$ cat src/rtl/uart_pkg.sv
// Shared constants, state encoding and payload types for the APU-register UART transmitter.
package uart_pkg;

   localparam int unsigned BAUD_DIV   = 5;
   localparam int unsigned FRAME_BITS = 10;
   localparam int unsigned DATA_BITS  = FRAME_BITS - 2;

   localparam logic [2:0] SEL_4000 = 3'd0;
   localparam logic [2:0] SEL_4001 = 3'd1;
   localparam logic [2:0] SEL_4002 = 3'd2;
   localparam logic [2:0] SEL_4003 = 3'd3;
   localparam logic [2:0] SEL_4007 = 3'd4;
   localparam logic [2:0] SEL_4008 = 3'd5;
   localparam logic [2:0] SEL_400A = 3'd6;
   localparam logic [2:0] SEL_400B = 3'd7;

   typedef enum logic [1:0] {
      IDLE  = 2'd0,
      START = 2'd1,
      DATA  = 2'd2,
      STOP  = 2'd3
   } tx_state_e;

   typedef struct packed {
      logic [2:0] sel;
      logic [7:0] data;
   } wr_req_t;

   // Frame byte: address {sel, frame} in the high nibble, selected data nibble low.
   function automatic logic [7:0] frame_byte(input wr_req_t req, input logic frame);
      return frame ? {req.sel, 1'b1, req.data[7:4]} : {req.sel, 1'b0, req.data[3:0]};
   endfunction

endpackage

$ cat src/rtl/uart_tx_baud_tick.sv
// Bit-period divider: counts 0..DIV-1 while enabled, held at 0 otherwise.
module baud_tick #(
   parameter int unsigned DIV = 5
) (
   input  logic clk,
   input  logic rst,
   input  logic en,
   output logic tick
);

   localparam int unsigned CW = (DIV > 1) ? $clog2(DIV) : 1;

   logic [CW-1:0] cnt;

   always_ff @(posedge clk) begin
      if (rst || !en) begin
         cnt <= '0;
      end else if (cnt == CW'(DIV - 1)) begin
         cnt <= '0;
      end else begin
         cnt <= cnt + CW'(1);
      end
   end

   assign tick = en && (cnt == CW'(DIV - 1));

endmodule

$ cat src/rtl/uart_tx.sv
// Serializes one APU register write into two 8N1 frames (address/low nibble, address+1/high nibble).
module uart_tx #(
   parameter int unsigned BAUD_DIV  = uart_pkg::BAUD_DIV,
   parameter int unsigned STOP_BITS = 1
) (
   input  logic       clk,
   input  logic       rst,
   input  logic       wr_valid,
   input  logic [2:0] wr_sel,
   input  logic [7:0] wr_data,
   output logic       wr_ready,
   output logic       tx,
   output logic       busy,
   output logic       done
);

   import uart_pkg::*;

   tx_state_e  state_q, state_d;
   wr_req_t    req_q, req_d;
   logic       frame_q, frame_d;
   logic [2:0] bit_q, bit_d;
   logic [1:0] stop_q, stop_d;
   logic       tx_q, tx_d;
   logic       done_q, done_d;
   logic       ready_q, busy_q;
   logic       tick;
   logic [7:0] cur_byte;

   baud_tick #(.DIV(BAUD_DIV)) u_baud_tick (
      .clk  (clk),
      .rst  (rst),
      .en   (state_q != IDLE),
      .tick (tick)
   );

   assign cur_byte = frame_byte(req_q, frame_q);

   // Next-state logic; tx_d is the bit that will be on the pin next cycle.
   always_comb begin
      state_d = state_q;
      req_d   = req_q;
      frame_d = frame_q;
      bit_d   = bit_q;
      stop_d  = stop_q;
      tx_d    = tx_q;
      done_d  = 1'b0;
      case (state_q)
         IDLE: begin
            tx_d = 1'b1;
            if (wr_valid) begin
               req_d   = '{sel: wr_sel, data: wr_data};
               frame_d = 1'b0;
               bit_d   = 3'd0;
               stop_d  = 2'd0;
               tx_d    = 1'b0;
               state_d = START;
            end
         end
         START: begin
            if (tick) begin
               state_d = DATA;
               bit_d   = 3'd0;
               tx_d    = cur_byte[0];
            end
         end
         DATA: begin
            if (tick) begin
               if (bit_q == 3'(DATA_BITS - 1)) begin
                  state_d = STOP;
                  stop_d  = 2'd0;
                  tx_d    = 1'b1;
               end else begin
                  bit_d = bit_q + 3'd1;
                  tx_d  = cur_byte[bit_q + 3'd1];
               end
            end
         end
         STOP: begin
            if (tick) begin
               if (stop_q == 2'(STOP_BITS - 1)) begin
                  if (!frame_q) begin
                     frame_d = 1'b1;
                     state_d = START;
                     tx_d    = 1'b0;
                  end else begin
                     state_d = IDLE;
                     done_d  = 1'b1;
                     tx_d    = 1'b1;
                  end
               end else begin
                  stop_d = stop_q + 2'd1;
               end
            end
         end
         default: begin
            state_d = IDLE;
            tx_d    = 1'b1;
         end
      endcase
   end

   always_ff @(posedge clk) begin
      if (rst) begin
         state_q <= IDLE;
         req_q   <= '0;
         frame_q <= 1'b0;
         bit_q   <= 3'd0;
         stop_q  <= 2'd0;
         tx_q    <= 1'b1;
         done_q  <= 1'b0;
         ready_q <= 1'b1;
         busy_q  <= 1'b0;
      end else begin
         state_q <= state_d;
         req_q   <= req_d;
         frame_q <= frame_d;
         bit_q   <= bit_d;
         stop_q  <= stop_d;
         tx_q    <= tx_d;
         done_q  <= done_d;
         ready_q <= (state_d == IDLE);
         busy_q  <= (state_d != IDLE);
      end
   end

   assign tx       = tx_q;
   assign done     = done_q;
   assign wr_ready = ready_q;
   assign busy     = busy_q;

endmodule

$ cat config.mk
export PLATFORM = sky130hd
export DESIGN_NAME = uart_tx
export DESIGN_NICKNAME = d
export VERILOG_FILES = /design/src/rtl/uart_pkg.sv /design/src/rtl/uart_tx_baud_tick.sv /design/src/rtl/uart_tx.sv
export SDC_FILE = /design/constraint.sdc
export NUM_CORES = 1
export LEC_CHECK = 0
export CORE_AREA = 2 2 53 55
export CTS_CLUSTER_SIZE = 40
export DETAILED_ROUTE_END_ITERATION = 10
export DIE_AREA = 0 0 55 57
export GPL_TIMING_DRIVEN = 0
export PLACE_DENSITY = 0.74
export SETUP_SLACK_MARGIN = 0.5
export SLEW_MARGIN = 20
export SYNTH_ARGS = -nofsm -noshare
export SYNTH_HDL_FRONTEND = slang
export SYNTH_SLANG_ARGS = --single-unit
$ cat constraint.sdc
create_clock -name clk -period 6.3 [get_ports clk]
set_clock_uncertainty 0.2 [all_clocks]
set_input_delay 0.63 -clock clk [delete_from_list [all_inputs] [get_ports clk]]
set_output_delay 0.63 -clock clk [all_outputs]
set_load 0.005 [all_outputs]
[Yosys cells after proc, flatten, opt, wreduce, memory -nomap -nowiden]
Index checks and enable logic that the tools add are counted.
Word-level totals
  flip-flop bits (word level): 26
  bits of input ports: 14
  logic and storage cells: 83
Cells by class
  $add $sub $neg: 3
  order comparisons: 1
  eq/ne operators: 13
  mux-type cells: 34
  bitwise logic cells: 3
  reductions and logical operators: 18
Operator list (number)
  2-bit two-way mux: 11
  2-bit != test, second input constant: 8
  1-bit two-way mux: 12
  3-bit two-way mux: 4
  3-bit case mux with 3 select lines: 1
  2-bit case mux with 4 select lines: 1
  4-bit AND reduction: 2
  3-bit by 1-bit adder with 3-bit output, second input constant: 2
  3-bit equality test, second input constant: 2
  2-bit logical NOT: 3
  2-bit case mux with 3 select lines: 1
  6-bit AND reduction: 1
  2-bit nonzero test: 3
  3-bit nonzero test: 2
  5-bit two-way mux: 1
  5-bit AND reduction: 1
  2-bit equality test, second input constant: 2
  3-bit by 4-bit < comparator with 1-bit output, second input constant: 1
  1-bit case mux with 4 select lines: 1
  4-bit OR reduction: 1
  1-bit binary-select mux with 3-bit select: 1
  1-bit inverter: 3
  2-bit by 1-bit adder with 2-bit output, second input constant: 1
  2-bit by 1-bit equality test with 1-bit output, second input constant: 1
  6 further kinds: 6

[Depth between registers and ports, before layout]
Gate-level depths: netlist of run 1.
  word-level depth: 6
  depth in mapped cells: 7
  depth with buffers taken out: 6

[Cells and area by module]
A second synthesis of run 1 with hierarchy kept.
Unflattened totals
  cell total of the unflattened synthesis: 151
  area total of the unflattened synthesis: 1282.5 sq um
By module, submodules not included
  uart_tx: instances 1, cells each 136, area an instance 1132.3 sq um, sequential area each 460.4 sq um
  baud_tick: instances 1, cells each 15, area an instance 150.1 sq um, sequential area each 60.1 sq um

[Least setup slack after synthesis of run 1]
OpenSTA, ideal clock, no wires.
  kind: register to register
  start: register bit_q[0]
  end: register tx_q, in the netlist tx
  library setup time: 122 ps
  arrival: 2021 ps
  data required time: 5978 ps
  slack: 3958 ps
  stages on the path, launching flop included: 6
  path buffers: 0
  period minus slack after synthesis: 2342 ps
  cell sequence: dfxtp_1 > ha_1 > mux4_2 > a2111oi_2 > o31ai_1 > a221o_1
On the way
  longest elaborated chain between the ends: 6
  elaborated cells on any way between the ends: 7
  those cells by class: add/sub (1); eq/ne (1); mux (5)
RTL lines
  from (decl): line uart_tx.sv:22  | logic [2:0] bit_q, bit_d;
  from (signal assigned): line uart_tx.sv:118  | bit_q <= bit_d;
  3-bit by 1-bit adder with 3-bit output: line uart_tx.sv:75  | tx_d = cur_byte[bit_q + 3'd1];
  1-bit binary-select mux with 3-bit select: line uart_tx.sv:75
  1-bit two-way mux (implied by the code): line uart_tx.sv:75
  1-bit two-way mux (*): line uart_tx.sv:69  | if (bit_q == 3'(DATA_BITS - 1)) begin
  1-bit two-way mux (*): line uart_tx.sv:68  | if (tick) begin
  1-bit case mux with 4 select lines (*): line uart_tx.sv:48  | case (state_q)
  to (signal assigned): line uart_tx.sv:120  | tx_q <= tx_d;
  to (decl): line uart_tx.sv:24  | logic tx_q, tx_d;
Every way passes the cells marked *; elsewhere a longest branch is shown, timed or not. The select of a mux whose other input is x is not followed.
A chain may end at the register's enable or synchronous reset.

[Worst setup path after layout of run 1]
Same ends and word-level chain as after synthesis.

==> metrics.md, run 1 <==
| Metric | Value |
|---|---|
| DR DRC count | `0` |
| Reg-to-reg critical path startpoint | `bit_q[0]` |
| Met1 wire length | `1140 um` |
| Actual slew at the worst max-slew pin | `492 ps` |
| Pre-antenna DRT Iters | `4` |
| Kind of critical path | `flip-flop to flip-flop` |
| Crit path from | `bit_q[0]` |
| Top cell type by total area after synthesis | `dfxtp_1` |
| Post-CTS Setup Inserts | `0` |
| N_diodes | `0` |
| Synth area leaders | `dfxtp_1, nand2_1, a21oi_1` |
| Clk slew on worst S/H paths | `140 ps` |
| Synth top area share | `42.4%` |
| Pin count of the biggest net entering global routing | `16` |
| Filler instances | `257` |
| CP bufs+invs | `0` |
| Final weighted congestion in routability-driven placement | `0.798` |
| Core area | `2620 um^2` |
| Post-CTS sizing | `0` |
| CP max stage delay | `550 ps` |
| Final core occ | `57.0%` |
| Starting Density | `47.0%` |
| Number of routed nets with antenna violations | `0` |
| Final Hold Viols | `0` |
| Met2 wire length | `1300 um` |
| HP Start | `req_q[7]` |
| Post-synthesis sequential area ratio | `42.4%` |
| Layout cell share with drive strength beyond 1 | `6.55%` |
| Clock sink count | `26` |
| IO Pins | `18` |
| Inst Count DP | `195` |
| DR vias/cell | `5.62` |
| Post-Layout Cell Count | `199` |
| Vias | `1,119` |
| DIE HEIGHT | `57 um` |
| Row count | `19` |
| Port bufs | `17` |
| Synth Register Bits | `26` |
| Total GRT Usage | `17.5%` |
| Syn_nets | `166` |
| Headroom to the max-slew limit | `67.2%` |
| WL/cell | `13.0 um` |
| Top layer in use | `met4` |
| CTS buffer count | `3` |
| Syn Std Cell Area | `1230 um^2` |
| Met3 wire len | `121 um` |
| Initial antenna violation count | `0` |
| Post-Syn Instances | `147` |
| Crit-path max FO | `7` |
| Hpwl dp | `1960 um` |
| Commonest non-fill, non-tap cells in the layout | `nand2_1, dfxtp_1, a21oi_1` |
| Iter 0 DRT Violations | `20` |
| Fmax | `0.398 GHz` |
| CP required | `6330 ps` |
| RSZ-0062 raised after global routing | `no` |
| Vias in the first global route | `967` |
| Max-slew violation count | `0` |
| Syn avg cell area | `8.36 um^2` |
| CTS Root Buffer Type | `clkbuf_4` |
| WHS | `267 ps` |
| Grt ovf | `0` |
| CTS tree | `done` |
| Yosys Warn Count | `0` |
| Die X | `55 um` |
| Number of H-tree levels | `1` |
| Area growth syn-to-layout | `21.3%` |
| Leakage power | `0.521 nW` |
| Setup TNS | `0 ps` |
| Max VDD drop | `0.124 mV` |
| Setup crit start kind | `flip-flop` |
| MaxCap Viol Count | `0` |
| First-pass GRT wire length | `4070 um` |
| Final setup fails | `0` |
| Synth cell types | `36` |
| Power Dens Cells | `217 nW/um^2` |
| Crit-path cells | `ha_1, mux4_2, a2111oi_2, o31ai_1, a221o_1` |
| Slowest-stage cell, CP | `mux4_2` |
| Worst Setup End Kind | `flip-flop` |
| Max Root-Sink Buffers | `2` |
| Commonest non-fill, non-tap cell in the layout | `nand2_1` |
| Hold_buf cts | `0` |
| Tmin final | `2510 ps` |
| Crit share post-route | `39.9%` |
| Detailed Route WL | `2580 um` |
| Result of the run | `completed` |
| Nets | `188` |
| Clock Latency Late Sink | `320 ps` |
| Crit path DAT | `2550 ps` |
| HP Class | `flip-flop to flip-flop` |
| Top delay family on crit path | `compound AO/OA/AOI/OAI gates` |
| Die footprint | `3140 um^2` |
## synthesized netlist by cell type
cell and count:
o22ai_1 2, mux4_2 2, nor2_1 8, or3_1 1, a31oi_1 1, nor3_1 4
a221o_1 1, nand4b_1 1, dfxtp_1 26, or4_1 1, a22oi_1 1, buf_2 1
nand3_1 8, mux2_2 1, nor4b_1 1, clkbuf_1 6, o31ai_1 1, a21o_1 2
buf_1 1, and2_1 2, a211oi_1 1, o31a_1 1, ha_1 5, buf_6 1
a2111oi_2 1, nor2b_1 1, nand2b_1 2, nand2_1 27, nand4_1 5, a2111oi_0 1
inv_1 7, mux2i_1 2, or2_2 1, nor4_1 1, o221ai_1 1, a21oi_1 19
## state kept, by name (all words and copies together), names as in the netlist
signal	cells
tx	1
state_q	2
bit_q	3
wr_ready	1
busy	1
req_q	11
u_baud_tick.cnt	3
stop_q	2
frame_q	1
done	1
## metal layers
metal  up-vias  track usage (%)
met5         -                0
met3         2             2.36
li1        562                -
met1       524             22.5
met4         0             6.27
met2        31             29.4
## logic make-up (layout without fill, tap and decap cells)
kind of cell               Yosys count  count (layout)  share of synthesized area (%)
buffers and inverters               16              37                           5.60
AOI/OAI and AO/OA                   32              32                           16.5
muxes                                5               5                           6.21
and+or+nand+nor                     63              63                           24.2
adders and majority gates            5               5                           5.09
DFF                                 26              26                           42.4
## through the flow
stage               power [mW]  setup WS, ps  cell area, um^2
finish                   0.324          3790             1490
global route             0.338          3690             1490
CTS                      0.326          3780             1490
detailed placement       0.214          3810             1440
global placement         0.212          3810             1440
floorplan                0.196          3960             1230
## power breakdown
group,internal (mW),switching [mW]
sequential,0.171,0.00344
clock,0.0644,0.0497
combinational,0.0184,0.0169
total,0.254,0.0700
## final timing paths
| check | to | slack [ps] | cells after the start |
|---|---|---|---|
| setup reg to reg | tx | 3790 | 5 |
| hold / removal | req_q[7] | 270 | 2 |
| setup / recovery | tx | 3790 | 5 |
| hold reg to reg | req_q[7] | 270 | 2 |
## area by class of cell
| type | count | area, um^2 | area share [%] |
|---|---|---|---|
| multi-input cells | 105 | 639 | 42.9 |
| plain buffers | 9 | 42.5 | 2.85 |
| well taps | 31 | 38.8 | 2.60 |
| clock inverters | 1 | 30.0 | 2.02 |
| flip-flops and latches | 26 | 520 | 34.9 |
| repair buffers | 17 | 170 | 11.4 |
| inverters | 7 | 26.3 | 1.76 |
| clock buffers | 3 | 22.5 | 1.51 |
## tightest hold or removal path, stage by stage, from the launching register on
cell     delay (ps)
dfxtp_1         340
nand2_1          50
a21oi_1          50
(Power assumes the default switching activity.)
==> run 2, diff against run 1 <==
clock period = 2.4 ns   (was 6.3 ns; I/O delays follow)
==> metrics.md, run 2 (synthesis gave the netlist of run 1 again) <==
| Metric | Value |
|---|---|
| Result of the run | `completed` |
| Number of flip-flops in the largest register | `11 (unchanged)` |
| Final weighted congestion in routability-driven placement | `0.809 (+1.3%)` |
| DR DRC count | `0 (unchanged)` |
| HP Class | `flip-flop to flip-flop` |
| Iter 0 DRT Violations | `31 (+55%)` |
| Setup TNS | `0 ps (unchanged)` |
| Final Hold Viols | `0 (unchanged)` |
| Headroom to the max-slew limit | `65.8% (-1.4 points)` |
| Number of H-tree levels | `1 (unchanged)` |
| Met2 usage | `32.5% (+3.1 points)` |
| CP required | `2420 ps (-3910 ps)` |
| First-pass GRT wire length | `4520 um (+11%)` |
| Max VDD drop | `0.370 mV (+200%)` |
| Largest Register | `req_q` |
| Top flop regs | `req_q: 11 flops, bit_q: 3 flops, u_baud_tick.cnt: 3 flops` |
| Clock sink count | `26 (unchanged)` |
| Inst Count DP | `195 (unchanged)` |
| R2R Path End | `tx` |
| RSZ-0062 raised after global routing | `yes` |
| Hold Path Sink | `u_baud_tick.cnt[0]` |
| Clock Latency Late Sink | `310 ps (about the same)` |
| Hpwl dp | `1980 um (+1.3%)` |
| Pin count of the biggest net entering global routing | `15 (-1)` |
| Number of routed nets with antenna violations | `0 (unchanged)` |
| Kind of critical path | `flip-flop to flip-flop` |
| Nets | `191 (+1.6%)` |
| Final setup fails | `0 (unchanged)` |
| WL/cell | `13.2 um (+1.3%)` |
| HP Start | `u_baud_tick.cnt[0]` |
| Vias in the first global route | `1,029 (+6.4%)` |
| Starting Density | `47.0% (unchanged)` |
| Post-Layout Cell Count | `202 (+1.5%)` |
| Crit share post-route | `91.0% (+51 points)` |
| Core area | `2620 um^2 (unchanged)` |
| Leakage power | `0.537 nW (+3.0%)` |
| M3 GR Usage | `2.36% (unchanged)` |
| DR vias/cell | `5.45 (-3.2%)` |
| Hold_buf cts | `0 (unchanged)` |
| Die X | `55 um (unchanged)` |
| Top Usage Layer GRT | `met2` |
| Commonest non-fill, non-tap cell in the layout | `nand2_1` |
| CTS tree | `done` |
| Hold depth | `1 (-1)` |
| Reg2Reg Setup Slack | `220 ps (-3570 ps)` |
| Crit path DAT | `2200 ps (-350 ps)` |
| CTS buffer count | `3 (unchanged)` |
| Detailed Route WL | `2660 um (+2.8%)` |
| Fmax | `0.458 GHz (+15%)` |
| WHS | `235 ps (-32.4 ps)` |
| Clk slew on worst S/H paths | `140 ps (about the same)` |
| Die footprint | `3140 um^2 (unchanged)` |
| Max-slew violation count | `0 (unchanged)` |
| Layout cell share with drive strength beyond 1 | `12.9% (+6.3 points)` |
| Pre-antenna DRT Iters | `4 (unchanged)` |
| Initial antenna violation count | `0 (unchanged)` |
| Port bufs | `17 (unchanged)` |
| Commonest non-fill, non-tap cells in the layout | `nand2_1, dfxtp_1, a21oi_1` |
| Actual slew at the worst max-slew pin | `512 ps (+20.7 ps)` |
| MaxCap Viol Count | `0 (unchanged)` |
| Power Dens Cells | `484 nW/um^2 (+120%)` |
| Row count | `19 (unchanged)` |
| Area growth syn-to-layout | `25.5%` |
| Tmin final | `2180 ps (-330 ps)` |
| Grt met1 use | `26.0% (+3.5 points)` |
| Setup crit start kind | `flip-flop` |
| Worst Setup End Kind | `flip-flop` |
| Max Root-Sink Buffers | `2 (unchanged)` |
| Vias | `1,100 (-1.7%)` |
| Crit-path max FO | `2 (-5)` |
| DIE HEIGHT | `57 um (unchanged)` |
| Total GRT Usage | `19.4% (+1.9 points)` |
| N_diodes | `0 (unchanged)` |
| IO Pins | `18 (unchanged)` |
| Grt ovf | `0 (unchanged)` |
| CTS Root Buffer Type | `clkbuf_4` |
| Reg2Reg Depth | `5 (unchanged)` |
| Reg-to-reg critical path startpoint | `bit_q[0]` |
run 2: how the worst max path moves through the flow:
stage          endpoint  slack, ps  cells past startpoint      from
6_report             tx        220                      5  bit_q[0]
5_1_grt              tx        150                      5  bit_q[0]
4_1_cts              tx        200                      5  bit_q[0]
3_5_place_dp         tx        150                      5  bit_q[0]
3_3_place_gp         tx        150                      5  bit_q[0]
2_1_floorplan        tx        260                      5  bit_q[0]
run 2: what timing repair did:
| action | CTS | global route |
|---|---|---|
| setup buffers | 3 | 0 |
| cloned | 0 | 0 |
| pin swaps | 2 | 1 |
| endpoints found under the setup margin | 3 | 10 |
| gates resized for setup | 6 | 7 |
run 2: power breakdown:
| group | internal, mW | switching [mW] | total [mW] | leakage [nW] |
|---|---|---|---|---|
| Sequential | 0.448 | 0.00982 | 0.458 | 0.214 |
| Combinational | 0.0520 | 0.0451 | 0.0970 | 0.307 |
| Clock | 0.0649 | 0.126 | 0.191 | 0.0150 |
| Total | 0.565 | 0.181 | 0.746 | 0.537 |
run 2: worst max-delay path, stage by stage (launching register included):
cell and delay (ps):
dfxtp_4 380, ha_4 270, mux4_2 520, a2111oi_4 290, o31ai_1 130, a221o_1 300
run 2: routing by layer:
layer / wire, um / vias up
li1: - / 570
met1: 1140 / 505
met2: 1390 / 23
met3: 106 / 2
met4: 19 / 0
met5: 0 / -
run 2: area by class of cell:
class	instances	area, um^2
Sequential cell	26	527
Tap cell	31	38.8
Clock buffer	4	26.3
Timing Repair Buffer	20	193
Inverter	7	26.3
Multi-Input combinational cell	105	677
Buffer	9	53.8
Fill cell	243	1070
run 2: stage by stage:
| step | cell area [um^2] | worst slack (ps) | util [%] | power [mW] |
|---|---|---|---|---|
| 6_report | 1540 | 215 | 58.9 | 0.746 |
| 3_3_place_gp | 1450 | 154 | 55.6 | 0.556 |
| 3_5_place_dp | 1450 | 148 | 55.6 | 0.559 |
| 4_1_cts | 1530 | 196 | 58.6 | 0.754 |
| 2_1_floorplan | 1240 | 255 | - | 0.514 |
| 5_1_grt | 1540 | 149 | 58.9 | 0.780 |
